===== config.mk =====
export PLATFORM = sky130hd
export DESIGN_NAME = rx_shift_register
export DESIGN_NICKNAME = d
export VERILOG_FILES = /design/src/rtl/usb_rx_pkg.sv /design/src/rtl/flex_stp_sr.sv /design/src/rtl/rx_shift_register.sv
export SDC_FILE = /design/constraint.sdc
export NUM_CORES = 1
export LEC_CHECK = 0
export CELL_PAD_IN_SITES_DETAIL_PLACEMENT = 0
export CELL_PAD_IN_SITES_GLOBAL_PLACEMENT = 1
export CORE_UTILIZATION = 38
export CTS_CLUSTER_DIAMETER = 100
export CTS_CLUSTER_SIZE = 24
export DETAILED_ROUTE_END_ITERATION = 16
export PLACE_DENSITY = 0.82
export SYNTH_ARGS = -nofsm -noshare
export SYNTH_HDL_FRONTEND = slang
export SYNTH_HIERARCHICAL = 1
export SYNTH_SLANG_ARGS = --single-unit

===== constraint.sdc =====
create_clock -name clk -period 1.5 [get_ports clk]
set_input_delay 0.375 -clock clk [delete_from_list [all_inputs] [get_ports clk]]
set_output_delay 0.375 -clock clk [all_outputs]
set_load 0.005 [all_outputs]

===== src/rtl/usb_rx_pkg.sv =====
// Shared constants and types for the USB receive datapath.
package usb_rx_pkg;

    localparam int USB_BYTE_BITS   = 8;
    localparam int USB_STUFF_LIMIT = 6;

    typedef logic [USB_BYTE_BITS-1:0] usb_byte_t;

endpackage


===== src/rtl/flex_stp_sr.sv =====
// Serial-to-parallel shift register; receive-side counterpart of flex_pts_sr.
// SHIFT_MSB=1 shifts toward the MSB, so the first bit received ends up in the MSB.
module flex_stp_sr #(
    parameter int NUM_BITS  = 8,
    parameter bit SHIFT_MSB = 1'b1
) (
    input  logic                clk,
    input  logic                n_rst,
    input  logic                shift_enable,
    input  logic                clear,
    input  logic                serial_in,
    output logic [NUM_BITS-1:0] parallel_out
);

    logic [NUM_BITS-1:0] r_sr;

    // Shift one bit in per enable; a synchronous clear wins over a shift.
    always_ff @(posedge clk or negedge n_rst) begin
        if (!n_rst) begin
            r_sr <= '0;
        end else if (clear) begin
            r_sr <= '0;
        end else if (shift_enable) begin
            if (SHIFT_MSB) begin
                r_sr <= {r_sr[NUM_BITS-2:0], serial_in};
            end else begin
                r_sr <= {serial_in, r_sr[NUM_BITS-1:1]};
            end
        end
    end

    assign parallel_out = r_sr;

endmodule


===== src/rtl/rx_shift_register.sv =====
// USB RX serial-to-parallel stage: removes stuffed bits, assembles bytes MSB-first
// and hands them to the RX controller through a valid/ack holding register.
module rx_shift_register
    import usb_rx_pkg::*;
#(
    parameter int NUM_BITS    = USB_BYTE_BITS,
    parameter int STUFF_LIMIT = USB_STUFF_LIMIT
) (
    input  logic                clk,
    input  logic                n_rst,
    input  logic                rx_bit,
    input  logic                shift_strobe,
    input  logic                packet_active,
    input  logic                byte_ack,
    output logic [NUM_BITS-1:0] rx_packet_data,
    output logic                byte_valid,
    output logic                stuff_error,
    output logic                overrun,
    output logic                partial_byte
);

    localparam int BIT_CW  = $clog2(NUM_BITS);
    localparam int ONES_CW = $clog2(STUFF_LIMIT + 1);

    localparam logic [BIT_CW-1:0]  LAST_BIT  = BIT_CW'(NUM_BITS - 1);
    localparam logic [ONES_CW-1:0] ONES_STOP = ONES_CW'(STUFF_LIMIT);

    logic                r_pa_d;
    logic [BIT_CW-1:0]   r_bit_count;
    logic [ONES_CW-1:0]  r_ones_count;
    logic [NUM_BITS-1:0] r_data;
    logic                r_valid;
    logic                r_stuff_error;
    logic                r_overrun;
    logic                r_partial;

    logic                w_clear;
    logic                w_strobe;
    logic                w_stuff_slot;
    logic                w_data_bit;
    logic                w_complete;
    logic [NUM_BITS-1:0] w_sr;
    logic [NUM_BITS-1:0] w_next_byte;
    // The shifter MSB is the bit that falls off when the final bit is appended.
    logic                w_unused_sr_msb;

    // Track packet_active so its falling edge can be detected.
    always_ff @(posedge clk or negedge n_rst) begin
        if (!n_rst) begin
            r_pa_d <= 1'b0;
        end else begin
            r_pa_d <= packet_active;
        end
    end

    // Falling edge of packet_active clears assembly state; it also gates every strobe.
    assign w_clear      = r_pa_d & ~packet_active;
    assign w_strobe     = shift_strobe & packet_active & ~w_clear;
    assign w_stuff_slot = (r_ones_count == ONES_STOP);
    assign w_data_bit   = w_strobe & ~w_stuff_slot;
    assign w_complete   = w_data_bit & (r_bit_count == LAST_BIT);

    // Completed byte is the current partial byte with this strobe's bit appended.
    assign w_next_byte     = {w_sr[NUM_BITS-2:0], rx_bit};
    assign w_unused_sr_msb = w_sr[NUM_BITS-1];

    flex_stp_sr #(
        .NUM_BITS  (NUM_BITS),
        .SHIFT_MSB (1'b1)
    ) u_stp_sr (
        .clk          (clk),
        .n_rst        (n_rst),
        .shift_enable (w_data_bit),
        .clear        (w_clear | w_complete),
        .serial_in    (rx_bit),
        .parallel_out (w_sr)
    );

    // Bit and run-of-ones counters; the ones run carries across byte boundaries.
    always_ff @(posedge clk or negedge n_rst) begin
        if (!n_rst) begin
            r_bit_count  <= '0;
            r_ones_count <= '0;
        end else if (w_clear) begin
            r_bit_count  <= '0;
            r_ones_count <= '0;
        end else if (w_strobe) begin
            if (w_stuff_slot) begin
                r_ones_count <= '0;
            end else begin
                r_bit_count  <= w_complete ? '0 : r_bit_count + 1'b1;
                r_ones_count <= rx_bit ? r_ones_count + 1'b1 : '0;
            end
        end
    end

    // Sticky error flags and the end-of-packet partial-byte pulse.
    always_ff @(posedge clk or negedge n_rst) begin
        if (!n_rst) begin
            r_stuff_error <= 1'b0;
            r_overrun     <= 1'b0;
            r_partial     <= 1'b0;
        end else begin
            r_partial <= w_clear & (r_bit_count != '0);
            if (w_clear) begin
                r_stuff_error <= 1'b0;
                r_overrun     <= 1'b0;
            end else begin
                if (w_strobe && w_stuff_slot && rx_bit) begin
                    r_stuff_error <= 1'b1;
                end
                if (w_complete && r_valid && !byte_ack) begin
                    r_overrun <= 1'b1;
                end
            end
        end
    end

    // Holding register: an unacknowledged byte is kept and the new one dropped.
    always_ff @(posedge clk or negedge n_rst) begin
        if (!n_rst) begin
            r_data  <= '0;
            r_valid <= 1'b0;
        end else if (w_complete) begin
            if (!r_valid || byte_ack) begin
                r_data  <= w_next_byte;
                r_valid <= 1'b1;
            end
        end else if (r_valid && byte_ack) begin
            r_valid <= 1'b0;
        end
    end

    assign rx_packet_data = r_data;
    assign byte_valid     = r_valid;
    assign stuff_error    = r_stuff_error;
    assign overrun        = r_overrun;
    assign partial_byte   = r_partial;

endmodule


==> impl_metrics.tcl, run 1 <==
set metrics [dict create \
    status "complete, but fails checks" \
    violations "DRC" \
    syn-instance-count 97 \
    antenna_found_initial 0 \
    fin_hold_ws_ps 398.9 \
    grt_pass1_vias 908 \
    maxSlewViolCount 0 \
    ys_warn_count 6 \
    io_buffers 17 \
    drtIter0Drc 14 \
    final-seq-area_sq_um 650.6 \
    hold_buffers 0 \
    cts_root_buf "clkbuf_4" \
    setup_viol 0 \
    nNetsFinal 150 \
    required_ps 1770 \
    place.detailed.hpwl_um 1481 \
    totalWireLength_um 2095 \
    firstDrtPassIters 10 \
    min_period_ps 1495 \
    grt_first_pass_wirelength_um 3815 \
    maxCapViolations 0 \
    core_sq_mm 0.002829 \
    clockBufferDepth 2 \
    die_w_um 57.25 \
    start_util 0.4100 \
    r2r_end "r_bit_count[0]$_DFFE_PN0P_" \
    rsz0062_at_grt "yes" \
    cts.sinks 26 \
    crit_arrival_ps 1760 \
    reg2regPathDepth 4 \
    critPathMaxFanout 4 \
    antenna_left 0 \
    hold_class "input port to async pin" \
    clock_latency_ps 320 \
    syn_avg_cell_area_sq_um 11.96 \
    design_area_sq_mm 0.001589 \
    die_y_um 57.25 \
    dp_slack_ps -325.8 \
    finalWeightedCongestion 0.8062 \
    crit_type "flop to flop" \
    syn_to_final_growth_pct 37.00 \
    max_freq_mhz 669.0 \
    multi_input_area_sq_um 496.7 \
    via_per_inst 5.036 \
    grt_remaining_overflow 0 \
    clkTransAtPathRegs_ps 140 \
    period_share 0.9966 \
    num-fill-cells 247 \
    dpl-instance-area_sq_mm 0.001440 \
    pin_count 18 \
    slew_headroom 0.8012 \
    htree_levels 1 \
    vias 851 \
    leakage_nw 0.8409 \
    drive_gt1_frac 0.3188 \
    die-area_sq_mm 0.003277 \
    cts_made_buffers 3 \
    r2r-start "r_bit_count[0]$_DFFE_PN0P_" \
    clock_skew_ps 1.441 \
    rows 19 \
    worst_pin_slew_ps 289.9 \
    grt_max_degree 27 \
    hold_viol_final 0 \
    drc 4 \
    cts_tree "done" \
    grt_use_total 0.1521 \
    netlist_area_sq_mm 0.001160 \
    power-per-cell-area_mw_per_mm2 864.7 \
    wl_per_cell_um 12.40 \
    r2r_slack_ps 5 \
    end_kind "flop" \
    vdd_drop_max_v 0.0005978 \
    synth_fp_nets 108 \
    cp-start-kind "flop" \
    antenna_cells 0 \
    timing.final.ws_setup_ps 5.143 \
]
[layout by cell type (no fill, tap or decap), drive strengths merged, types with 5 or more instances in the layout]
cell type and n:
dfrtp 26, nand2 8, ha 5, a21oi 5, dlygate4sd2 12, mux2 8, buf 23, inv 5
nor2 10, clkdlybuf4s50 5, o21ai 7, mux2i 8
[flip-flops by register name (all words and copies together), names as in the netlist]
| signal | cells |
|---|---|
| rx_packet_data | 8 |
| r_bit_count | 3 |
| r_ones_count | 3 |
| u_stp_sr/parallel_out | 7 |
| overrun | 1 |
| byte_valid | 1 |
| partial_byte | 1 |
| r_pa_d | 1 |
| stuff_error | 1 |
[critical path: stages, from the launching register on]
cell and delay (ps):
dfrtp_1 420, ha_2 210, ha_4 180, or4_4 510, a21oi_2 120
[repair_timing]
action                                  in CTS  in global routing
buffers inserted                             9                  1
endpoints found under the setup margin      13                 16
gates resized for setup                     15                  7
cloned                                       0                  0
pin swaps                                    0                  1
[routing by layer]
| metal | global-route usage | part of all wire | vias up |
|---|---|---|---|
| met5 | 0 | 0 | - |
| met2 | 0.2588 | 0.50 | 15 |
| met4 | 0.07317 | 0.018 | 0 |
| met1 | 0.1915 | 0.45 | 420 |
| li1 | - | - | 412 |
| met3 | 0.02041 | 0.029 | 4 |
[where the power goes]
group          total, mW  switching, mW  leakage (nW)  internal, mW
clock network      0.481          0.210        0.0279         0.270
logic              0.152         0.0713         0.457        0.0809
registers          0.741         0.0161         0.356         0.725
[worst max path at each step]
stage                                from                             to  slack, ps  depth (start not counted)
3_5_place_dp                packet_active  rx_packet_data[4]$_DFFE_PN0P_       -330                          4
6_report       r_bit_count[0]$_DFFE_PN0P_     r_bit_count[0]$_DFFE_PN0P_          5                          4
3_3_place_gp                packet_active  rx_packet_data[6]$_DFFE_PN0P_       -280                          4
5_1_grt        r_bit_count[0]$_DFFE_PN0P_     r_bit_count[0]$_DFFE_PN0P_        -20                          4
2_1_floorplan  r_bit_count[0]$_DFFE_PN0P_     r_bit_count[0]$_DFFE_PN0P_         10                          4
4_1_cts        r_bit_count[0]$_DFFE_PN0P_     r_bit_count[0]$_DFFE_PN0P_        0.8                          4
[per-stage QoR]
stage,power (mW),std cells,util,TNS (ps)
3_5_place_dp,0.8894,155,0.5091,-6166
3_3_place_gp,0.8842,155,0.5091,-5208
4_1_cts,1.378,168,0.5515,0
6_report,1.374,169,0.5617,0
5_1_grt,1.446,169,0.5617,-62.05
2_1_floorplan,0.8157,97,-,0
[cell type report]
type	count	area share
clock buffers	3	0.01417
well taps	31	0.02441
clock inverters	1	0.01890
multi-input cells	63	0.3126
inverters	5	0.01181
repair buffers	40	0.2087
flip-flops and latches	26	0.4094
Power figures use the tool's default switching activity.
==> run 2, diff against run 1 <==
--- a/config.mk
+++ b/config.mk
@@ -12,6 +12,7 @@
 export CTS_CLUSTER_SIZE = 24
 export DETAILED_ROUTE_END_ITERATION = 16
 export PLACE_DENSITY = 0.82
+export REMOVE_ABC_BUFFERS = 1
 export SYNTH_ARGS = -nofsm -noshare
 export SYNTH_HDL_FRONTEND = slang
 export SYNTH_HIERARCHICAL = 1
==> impl_metrics.tcl, run 2 (synthesis gave the netlist of run 1 again) <==
set metrics [dict create \
    status "complete, but fails checks" \
    violations "DRC" \
    crit_arrival_ps 1740 \
    hold_class "input port to async pin" \
    num-fill-cells 244 \
    syn_to_final_growth_pct 38.73 \
    crit_buf_inv 0 \
    die_y_um 57.25 \
    hold_buffers 0 \
    io_buffers 17 \
    die_w_um 57.25 \
    slew_headroom 0.8025 \
    dp_slack_ps -321.0 \
    via_per_inst 4.883 \
    drc 3 \
    antenna_cells 0 \
    fin_setup_tns_ps 0 \
    min_period_ps 1466 \
    max_freq_mhz 682.1 \
    hold_viol_final 0 \
    vias 835 \
    cts_made_buffers 3 \
    grt_pass1_vias 806 \
    reg2regPathDepth 4 \
    drive_gt1_frac 0.3286 \
    slowest_delay_ps 510 \
    clkTransAtPathRegs_ps 150 \
    cts_tree "done" \
    crit_start "r_bit_count[0]$_DFFE_PN0P_" \
    worstPathCellList "ha_2 > ha_4 > or4_4 > a21oi_2" \
    cp_slowest_cell "or4_4" \
    grt_use_total 0.1605 \
    place.detailed.hpwl_um 1502 \
    maxCapViolations 0 \
    htree_levels 1 \
    start_util 0.4100 \
    clock_skew_ps 3.641 \
    r2r_slack_ps 30 \
    pin_count 18 \
    rsz0062_at_grt "yes" \
    cts_root_buf "clkbuf_4" \
    drtIter0Drc 18 \
    largest_reg_flops 8 \
    required_ps 1780 \
    period_share 0.9773 \
    clock_latency_ps 330 \
    die-area_sq_mm 0.003277 \
    maxSlewViolCount 0 \
    cts.sinks 26 \
    grt_max_degree 27 \
    critPathMaxFanout 4 \
    grt_first_pass_wirelength_um 3898 \
    grt_remaining_overflow 0 \
    crit_type "flop to flop" \
    r2r_end "r_bit_count[0]$_DFFE_PN0P_" \
    wl_per_cell_um 13.11 \
    totalWireLength_um 2242 \
    clockBufferDepth 2 \
    leakage_nw 0.8506 \
    finalWeightedCongestion 0.7814 \
    vdd_drop_max_v 0.0003924 \
    antenna_left 0 \
    timing.final.ws_setup_ps 33.98 \
    antenna_found_initial 0 \
    firstDrtPassIters 12 \
    mostFrequentLayoutCell "dfrtp_1" \
    cp-start-kind "flop" \
    crit_family "simple AND/OR/NAND/NOR gates" \
    r2r-start "r_bit_count[0]$_DFFE_PN0P_" \
    nNetsFinal 152 \
    worst_pin_slew_ps 288.0 \
    crit_cells 4 \
    core_sq_mm 0.002829 \
    rows 19 \
    setup_viol 0 \
    final_cell_mix "dfrtp_1 (26), buf_4 (24), dlygate4sd2_1 (12), nor2_1 (9), mux2i_1 (8)" \
    crit_end "r_bit_count[0]$_DFFE_PN0P_" \
    end_kind "flop" \
    power_mw 1.396 \
    power-per-cell-area_mw_per_mm2 867.8 \
]
run 2: cell count changes in the layout (fill, tap and decap cells not counted):
cell	delta
o21ai_1	+1
buf_4	+2
o21ai_0	-1
nor2_4	+1
nor2_2	-1
run 2: timing repair:
item / in CTS / in global routing
endpoints found under the setup margin: 20 / 15
gates resized for setup: 17 / 8
setup buffers: 7 / 3
pin swaps: 0 / 1
run 2: layout make-up:
cell class / count / area (sq um) / area share
well taps: 31 / 38.79 / 0.02411
flip-flops and latches: 26 / 650.6 / 0.4044
repair buffers: 42 / 346.6 / 0.2154
multi-input cells: 63 / 501.7 / 0.3118
clock inverters: 1 / 30.03 / 0.01866
inverters: 5 / 18.77 / 0.01166
clock buffers: 3 / 22.52 / 0.01400
run 2: layer usage:
layer  part of all wire  vias up  global-route usage
met3              0.043        4             0.02494
met4              0.020        0             0.08362
li1                   -      416                   -
met5                  0        -                   0
met1               0.45      396              0.2249
met2               0.48       19              0.2420
run 2: worst min-delay path by stage:
stage / to / depth (start not counted)
2_1_floorplan: byte_valid$_DFFE_PN0P_ / 0
3_3_place_gp: overrun$_DFFE_PN0P_ / 2
3_5_place_dp: overrun$_DFFE_PN0P_ / 2
4_1_cts: r_pa_d$_DFF_PN0_ / 2
5_1_grt: rx_packet_data[5]$_DFFE_PN0P_ / 2
6_report: r_bit_count[1]$_DFFE_PN0P_ / 2
run 2: worst register-to-register path, stage by stage (launching register included):
cell and delay, ps:
dfrtp_1 410, ha_2 200, ha_4 180, or4_4 510
a21oi_2 120
run 2: where the power goes:
| part | internal (mW) | total (mW) | switching, mW |
|---|---|---|---|
| Sequential | 0.725 | 0.741 | 0.0160 |
| Clock | 0.270 | 0.492 | 0.221 |
| Combinational | 0.0874 | 0.164 | 0.0762 |
| Total | 1.08 | 1.40 | 0.313 |
run 2: through the flow:
step | hold slack (ps) | util | area [sq um] | cells
after floorplan | 79.41 | - | 1134 | 94
after global placement | 462.5 | 0.5144 | 1455 | 157
after detailed placement | 467.8 | 0.5144 | 1455 | 157
after CTS | 390.5 | 0.5524 | 1563 | 168
after global routing | 388.1 | 0.5688 | 1609 | 171
final | 381.5 | 0.5688 | 1609 | 171
==> run 3, diff against run 2 <==
--- a/config.mk
+++ b/config.mk
@@ -13,6 +13,7 @@
 export DETAILED_ROUTE_END_ITERATION = 16
 export PLACE_DENSITY = 0.82
 export REMOVE_ABC_BUFFERS = 1
+export SKIP_LAST_GASP = 1
 export SYNTH_ARGS = -nofsm -noshare
 export SYNTH_HDL_FRONTEND = slang
 export SYNTH_HIERARCHICAL = 1
==> impl_metrics.tcl, run 3 (synthesis gave the netlist of run 1 again) <==
set metrics [dict create \
    grt_pass1_vias 806 \
    cts_tree "done" \
    r2r_slack_ps 30 \
    end_kind "flop" \
    crit_cells 4 \
    finalWeightedCongestion 0.7814 \
    syn_to_final_growth_pct 38.51 \
    hold_buffers 0 \
    crit_start "packet_active" \
    antenna_found_initial 0 \
    maxSlewViolCount 0 \
    rsz0062_at_grt "yes" \
    place.detailed.hpwl_um 1502 \
    cts_root_buf "clkbuf_4" \
    required_ps 1740 \
    mostFrequentLayoutCell "dfrtp_1" \
    maxCapViolations 0 \
    hold_class "input port to async pin" \
    p_sw_uw 318.4 \
    status "complete, but fails checks" \
    largest_reg_flops 8 \
    grt_use_total 0.1605 \
    dpl-instance-area_sq_mm 0.001455 \
    power-per-cell-area_mw_per_mm2 871.6 \
    p_clk_frac 0.355 \
    worstPathCellList "clkdlybuf4s50_1 > and2_1 > nand4_4 > mux2_4" \
    crit_family "buffers and inverters" \
    vias 843 \
    critPathMaxFanout 8 \
    cp_slowest_cell "clkdlybuf4s50_1" \
    drive_gt1_frac 0.3214 \
    wl_per_cell_um 13.26 \
    die_w_um 57.25 \
    r2r_end "r_bit_count[0]$_DFFE_PN0P_" \
    cts_made_buffers 3 \
    setup_viol 1 \
    p_sw_frac 0.2274 \
    clkTransAtPathRegs_ps 150 \
    fin_util 0.5679 \
    reg2regPathDepth 4 \
    via_per_inst 4.930 \
    clock_latency_ps 330 \
    io_buffers 17 \
    vdd_drop_max_v 0.0003923 \
    grt_remaining_overflow 0 \
    pin_count 18 \
    rows 19 \
    design_area_sq_mm 0.001607 \
    nNetsFinal 152 \
    worst_pin_slew_ps 288.0 \
    slew_headroom 0.8025 \
    die_y_um 57.25 \
    period_share 1.002 \
    timing.final.ws_setup_ps -3.429 \
    antenna_cells 0 \
    grt_max_degree 27 \
    start_util 0.4100 \
    violations "DRC, setup timing" \
    htree_levels 1 \
    combPwrFrac 0.116 \
    die-area_sq_mm 0.003277 \
    fin_hold_ws_ps 378.7 \
    crit_buf_inv 1 \
    crit_type "input port to flop" \
    drtIter0Drc 21 \
    drc 3 \
    totalWireLength_um 2267 \
    clock_skew_ps 1.242 \
    p_int_mw 1.082 \
    max_freq_mhz 665.1 \
    cts.sinks 26 \
    power_mw 1.400 \
    min_period_ps 1503 \
    crit_arrival_ps 1740 \
    core_sq_mm 0.002829 \
    antenna_left 0 \
    fin_setup_tns_ps -3.429 \
    leakage_nw 0.8487 \
    hold_viol_final 0 \
    crit_end "rx_packet_data[6]$_DFFE_PN0P_" \
    cp-start-kind "input port" \
    firstDrtPassIters 12 \
    final_cell_mix "dfrtp_1 (26), buf_4 (24), dlygate4sd2_1 (12), nor2_1 (9), mux2i_1 (8)" \
    p_seq_frac 0.529 \
    r2r-start "r_bit_count[0]$_DFFE_PN0P_" \
    slowest_delay_ps 540 \
    clockBufferDepth 2 \
    grt_first_pass_wirelength_um 3898 \
]
run 3: cell counts in the layout (fill, tap and decap cells not counted):
Identical to the previous run, type by type.
run 3: cell type report:
cell class / count / area (sq um)
Multi-Input combinational cell: 63 / 499.2
Fill cell: 245 / 1222
Sequential cell: 26 / 650.6
Tap cell: 31 / 38.79
Timing Repair Buffer: 42 / 346.6
Clock inverter: 1 / 30.03
Clock buffer: 3 / 22.52
Inverter: 5 / 18.77
run 3: what timing repair did:
item | in CTS | in global routing
gates resized for setup | 17 | 7
setup buffers | 7 | 3
pin swaps | 0 | 1
setup endpoints to repair | 20 | 15
run 3: metrics by stage:
step                setup slack [ps]  instances
CTS                            23.68        168
detailed placement            -321.0        157
finish                        -3.429        171
global placement              -288.4        157
floorplan                     -164.4         94
global route                  -25.56        171
run 3: power by group through the flow:
stage,combinational (mW),clock [mW],sequential (mW)
CTS,0.150,0.501,0.741
floorplan,0.0563,0,0.753
finish,0.163,0.497,0.741
global placement,0.137,0,0.752
global route,0.184,0.547,0.745
detailed placement,0.142,0,0.755
run 3: worst min path at each step:
stage / start / cells past startpoint / end / slack (ps)
floorplan: n_rst / 0 / byte_valid$_DFFE_PN0P_ / 80
global placement: overrun$_DFFE_PN0P_ / 2 / overrun$_DFFE_PN0P_ / 460
detailed placement: overrun$_DFFE_PN0P_ / 2 / overrun$_DFFE_PN0P_ / 470
CTS: n_rst / 2 / r_pa_d$_DFF_PN0_ / 390
global route: n_rst / 2 / rx_packet_data[5]$_DFFE_PN0P_ / 390
finish: n_rst / 2 / r_bit_count[1]$_DFFE_PN0P_ / 380
run 3: metal layers:
| metal | routed length, um | part of all wire | global-route usage |
|---|---|---|---|
| met1 | 1055 | 0.47 | 0.2249 |
| met2 | 1079 | 0.48 | 0.2420 |
| met3 | 89 | 0.039 | 0.02494 |
| met4 | 43 | 0.019 | 0.08362 |
| met5 | 0 | 0 | 0 |
run 3: worst reg2reg max path, stage by stage, from the launching register on:
cell and delay [ps]:
dfrtp_1 410, ha_2 200, ha_4 180, or4_4 510, a21oi_2 120
==> patch 1 (config.mk and constraints of run 1) <==
Change the package constant `USB_STUFF_LIMIT` from 6 to 3.
--- a/src/rtl/usb_rx_pkg.sv
+++ b/src/rtl/usb_rx_pkg.sv
@@ -2,7 +2,7 @@
 package usb_rx_pkg;
 
     localparam int USB_BYTE_BITS   = 8;
-    localparam int USB_STUFF_LIMIT = 6;
+    localparam int USB_STUFF_LIMIT = 3;
 
     typedef logic [USB_BYTE_BITS-1:0] usb_byte_t;
 
Behaviour: not the same (Yosys sat finds a counterexample within 10 cycles, from zero or initial values and one cycle with n_rst low).
==> patch 1 against run 1 <==
The run ends with setup timing left. Sequential cell count is 1 lower. Die area is 3.3% lower. Wire length is 4.9% lower. Via count is 10% lower. Highest routed layer unchanged. Fmax is 0.53% lower. Cell area is 6.1% lower. Count of clock-buffer cells in the layout stayed put. Sequential power is 0.5% lower. Power is 11% lower. Area after synthesis is 3.5% lower. Worst setup slack worse by 8.0 ps.
==> patch 1: results (changes against run 1) <==
[timing]
hold-worst-slack_ps = 398  ; -0.650 ps
tns_ps = -2.89  ; -2.89 ps
clock_skew_ps = 4.75  ; +3.31 ps
setup_viol = 1  ; +1
worst_pin_slew_ps = 299  ; +8.83 ps
setup_slack_ps = -2.89  ; -8.04 ps

[die]
start_util = 0.403  ; -0.00739

[pwr]
ir_worst_vdd_mv = 0.663  ; +11%
total_leakage_power_uw = 0.000779  ; -7.3%

[cells_and_area]
num-fill-cells = 249  ; +0.81%
num-nets-final = 133  ; -11%
drive_gt1_frac = 0.270  ; -0.0483

[placement]
place.gp.congestion = 0.718  ; -11%
dp_hpwl_mm = 1.39  ; -6.0%

[worst_setup_path]
max_stage_delay_ps = 420  ; -90 ps
r2r_end = rx_packet_data[6]
crit_slowest_cell = dfrtp_1
crit_family = flip-flops
path_max_fanout = 8  ; +4
r2r_cells = 5  ; +1
rrSetupSlack_ps = -3

[status]
status = finished, violations left
violations = setup timing

[synthesis]
syn_nets = 99  ; -8.3%

[route]
first_pass_iters = 4  ; -6
vias = 762  ; -10%
wl_met2_um = 984  ; -6.6%
dr.first_iter.drc_count = 21  ; +7
met3_length_um = 46  ; -23%
m1WireLength_um = 928  ; -1.5%
wl_per_cell_um = 13.0  ; +5.0%

[global_route]
grt_use_total = 0.140  ; -0.0123
grt_pass1_wl_mm = 3.44  ; -9.9%
grt_max_degree = 26  ; -3.7%

-- patch 1: repair_timing --
item | in CTS | in global routing
gates resized for setup | 18 | 6
pin swaps | 2 | 2
setup endpoints to repair | 20 | 14
buffers inserted | 3 | 1
-- patch 1: worst max-delay path by stage --
| stage | depth (start not counted) | to | slack, ps |
|---|---|---|---|
| after global placement | 4 | rx_packet_data[5] | -240 |
| after CTS | 5 | rx_packet_data[0] | -50 |
| after detailed placement | 4 | rx_packet_data[6] | -260 |
| after global routing | 5 | rx_packet_data[6] | -50 |
| final | 5 | rx_packet_data[6] | -3 |
| after floorplan | 5 | rx_packet_data[0] | 20 |
-- patch 1: cell type report --
class                      instances  area [um2]  share of cell area
tap                               31        38.8              0.0260
clock inverter                     1        5.00             0.00336
inverter                           4        15.0              0.0101
multi-input combinational         56         509               0.341
sequential                        25         626               0.419
timing repair buffer              33         275               0.185
clock buffer                       3        22.5              0.0151
-- patch 1: power by group through the flow --
stage / sequential [uW] / combinational [uW] / clock [uW]
6_report: 737 / 201 / 291
3_5_place_dp: 743 / 185 / 0
2_1_floorplan: 741 / 99.4 / 0
5_1_grt: 741 / 229 / 333
4_1_cts: 731 / 187 / 304
3_3_place_gp: 742 / 181 / 0
-- patch 1: per-layer routing --
metal / track usage / up-vias
met1: 0.185 / 372
met4: 0.0627 / 0
met5: 0 / -
met3: 0.0207 / 4
met2: 0.228 / 14
li1: - / 372
-- patch 1: stage by stage --
step           cell area [um2]  instances  total power (uW)  setup WS (ps)
2_1_floorplan             1120         89               841           20.9
3_3_place_gp              1390        145               923           -235
3_5_place_dp              1390        145               928           -264
4_1_cts                   1460        152              1220          -54.9
5_1_grt                   1490        153              1300          -48.7
6_report                  1490        153              1230          -2.89
-- patch 1: worst register-to-register path, cell delays in order, from the launching register on --
cell and delay, ps:
dfrtp_1 420, ha_4 160, ha_4 140, nand4b_4 130
nor2_8 230, mux2_4 320
==> patch 2 (flow settings as in run 1) <==
Made on the original files. Put one more register stage on the output `stuff_error`, without a reset. The value now appears one clock later. The other outputs are not delayed to match.
--- a/src/rtl/rx_shift_register.sv
+++ b/src/rtl/rx_shift_register.sv
@@ -133,7 +133,9 @@
 
     assign rx_packet_data = r_data;
     assign byte_valid     = r_valid;
-    assign stuff_error    = r_stuff_error;
+    always_ff @(posedge clk) begin
+        stuff_error <= r_stuff_error;
+    end
     assign overrun        = r_overrun;
     assign partial_byte   = r_partial;
 
Function: changed (Yosys sat finds a counterexample within 10 cycles, from zero or initial values and one cycle with n_rst low).
==> patch 2 against run 1 <==
The run still ends with DRC left. Wire length rose by 3.8%. Area after synthesis up 1.7%. Die area rose by 1.7%. Power is 9.2% lower. Cell area is 0.71% lower. Worst setup slack got worse by 2.2 ps. Sequential cell count is 1 higher. First-iteration DRC count shrank 50%. Largest cell class unchanged. Highest routed layer unchanged.
==> patch 2: results (changes against run 1) <==
[global_route]
grt_max_degree = 27  ; unchanged
grt_use_total = 0.144  ; -0.00777
first_global_vias = 818  ; -9.9%
grt_pass1_wl_mm = 3.74  ; -2.0%
grt_overflow = 0  ; unchanged
antenna_found_initial = 0  ; unchanged

[placement]
dp_hpwl_mm = 1.55  ; +4.9%
dp.cells = 156  ; +0.65%
io_buffers = 17  ; unchanged
place.gp.congestion = 0.817  ; +1.3%
post_dp_cell_area_mm2 = 0.00146  ; +1.4%
dp_slack_ps = -309  ; +16.6 ps

[pwr]
power_switching_uw = 308  ; +3.5%
total_leakage_power_uw = 0.000813  ; -3.3%
ir_worst_vdd_mv = 0.463  ; -23%

[route]
wl_per_cell_um = 13.0  ; +5.0%
first_pass_iters = 10  ; unchanged
dr.first_iter.drc_count = 7  ; -7
via_per_inst = 4.92  ; -2.3%
drc = 1  ; -3
wl_mm = 2.17  ; +3.8%

[clocking]
cts.path.max_buffers = 2  ; unchanged
cts-root-buf = clkbuf_4
cts_max_level = 1  ; unchanged
clk_pin_slew_worst_paths_ps = 140  ; about the same
insertion_delay_ps = 310
numCtsBuffers = 3  ; unchanged

[cells_and_area]
num-nets-final = 148  ; -1.3%
num_antenna_cells = 0  ; unchanged
drive_gt1_frac = 0.309  ; -0.0100
num-fill-cells = 260  ; +5.3%
largest_reg_flops = 8  ; unchanged

[worst_hold_path]
hold_path_class = in -> async

[worst_setup_path]
max_stage_delay_ps = 510  ; about the same
crit_family = simple AND/OR/NAND/NOR gates
path_max_fanout = 4  ; unchanged
r2r_start = r_bit_count[1]
cp.arrival_ps = 1760  ; about the same
r2r_end = r_bit_count[0]
rrSetupSlack_ps = 3
r2r_cells = 4  ; unchanged
crit_slowest_cell = or4_4

[status]
violations = DRC
status = finished, violations left

[synthesis]
yosysWarningCount = 6  ; unchanged
syn_nets = 109  ; +0.93%
synth_area_per_cell_um2 = 12.0  ; +0.69%

[timing]
worst_pin_slew_ps = 288  ; -2.22 ps
clock_skew_ps = 3.39  ; +1.95 ps
hold-worst-slack_ps = 399  ; +0.326 ps

## patch 2: through the flow
| stage | setup TNS [ps] | util |
|---|---|---|
| 6_report | 0 | 0.553 |
| 5_1_grt | -84.7 | 0.553 |
| 4_1_cts | 0 | 0.536 |
| 3_5_place_dp | -5830 | 0.512 |
| 3_3_place_gp | -4730 | 0.512 |
| 2_1_floorplan | 0 | - |
## patch 2: metal layers
layer  share of wire  GRT usage  wire, um
met1            0.46      0.200       990
met2            0.51      0.248      1120
met3           0.027     0.0223        58
met4          0.0037     0.0204         8
met5               0          0         0
## patch 2: final cells by class
cell class / count / area share
clock buffer: 3 / 0.0143
multi-input combinational: 63 / 0.324
sequential: 27 / 0.425
timing repair buffer: 37 / 0.196
tap: 31 / 0.0246
clock inverter: 1 / 0.00476
inverter: 5 / 0.0119
## patch 2: worst max-delay path by stage
stage | from | to | slack [ps] | cells past startpoint
after floorplan | r_bit_count[0] | r_bit_count[0] | 10 | 4
after global placement | shift_strobe | rx_packet_data[6] | -270 | 4
after detailed placement | shift_strobe | rx_packet_data[6] | -310 | 4
after CTS | r_ones_count[0] | u_stp_sr/parallel_out[5] | 0.09 | 7
after global routing | r_bit_count[1] | r_bit_count[0] | -40 | 4
final | r_bit_count[1] | r_bit_count[0] | 3 | 4
## patch 2: power groups by stage
stage	clock network (uW)	registers (uW)	logic, uW
after detailed placement	0	781	140
after floorplan	0	780	63.0
after global placement	0	779	134
after CTS	340	767	147
final	314	771	162
after global routing	367	775	183
## patch 2: repair_timing
item / in CTS / in global routing
endpoints found under the setup margin: 20 / 9
setup buffers: 5 / 2
pin swaps: 0 / 3
hold buffers: 0 / 0
gates resized for setup: 16 / 10
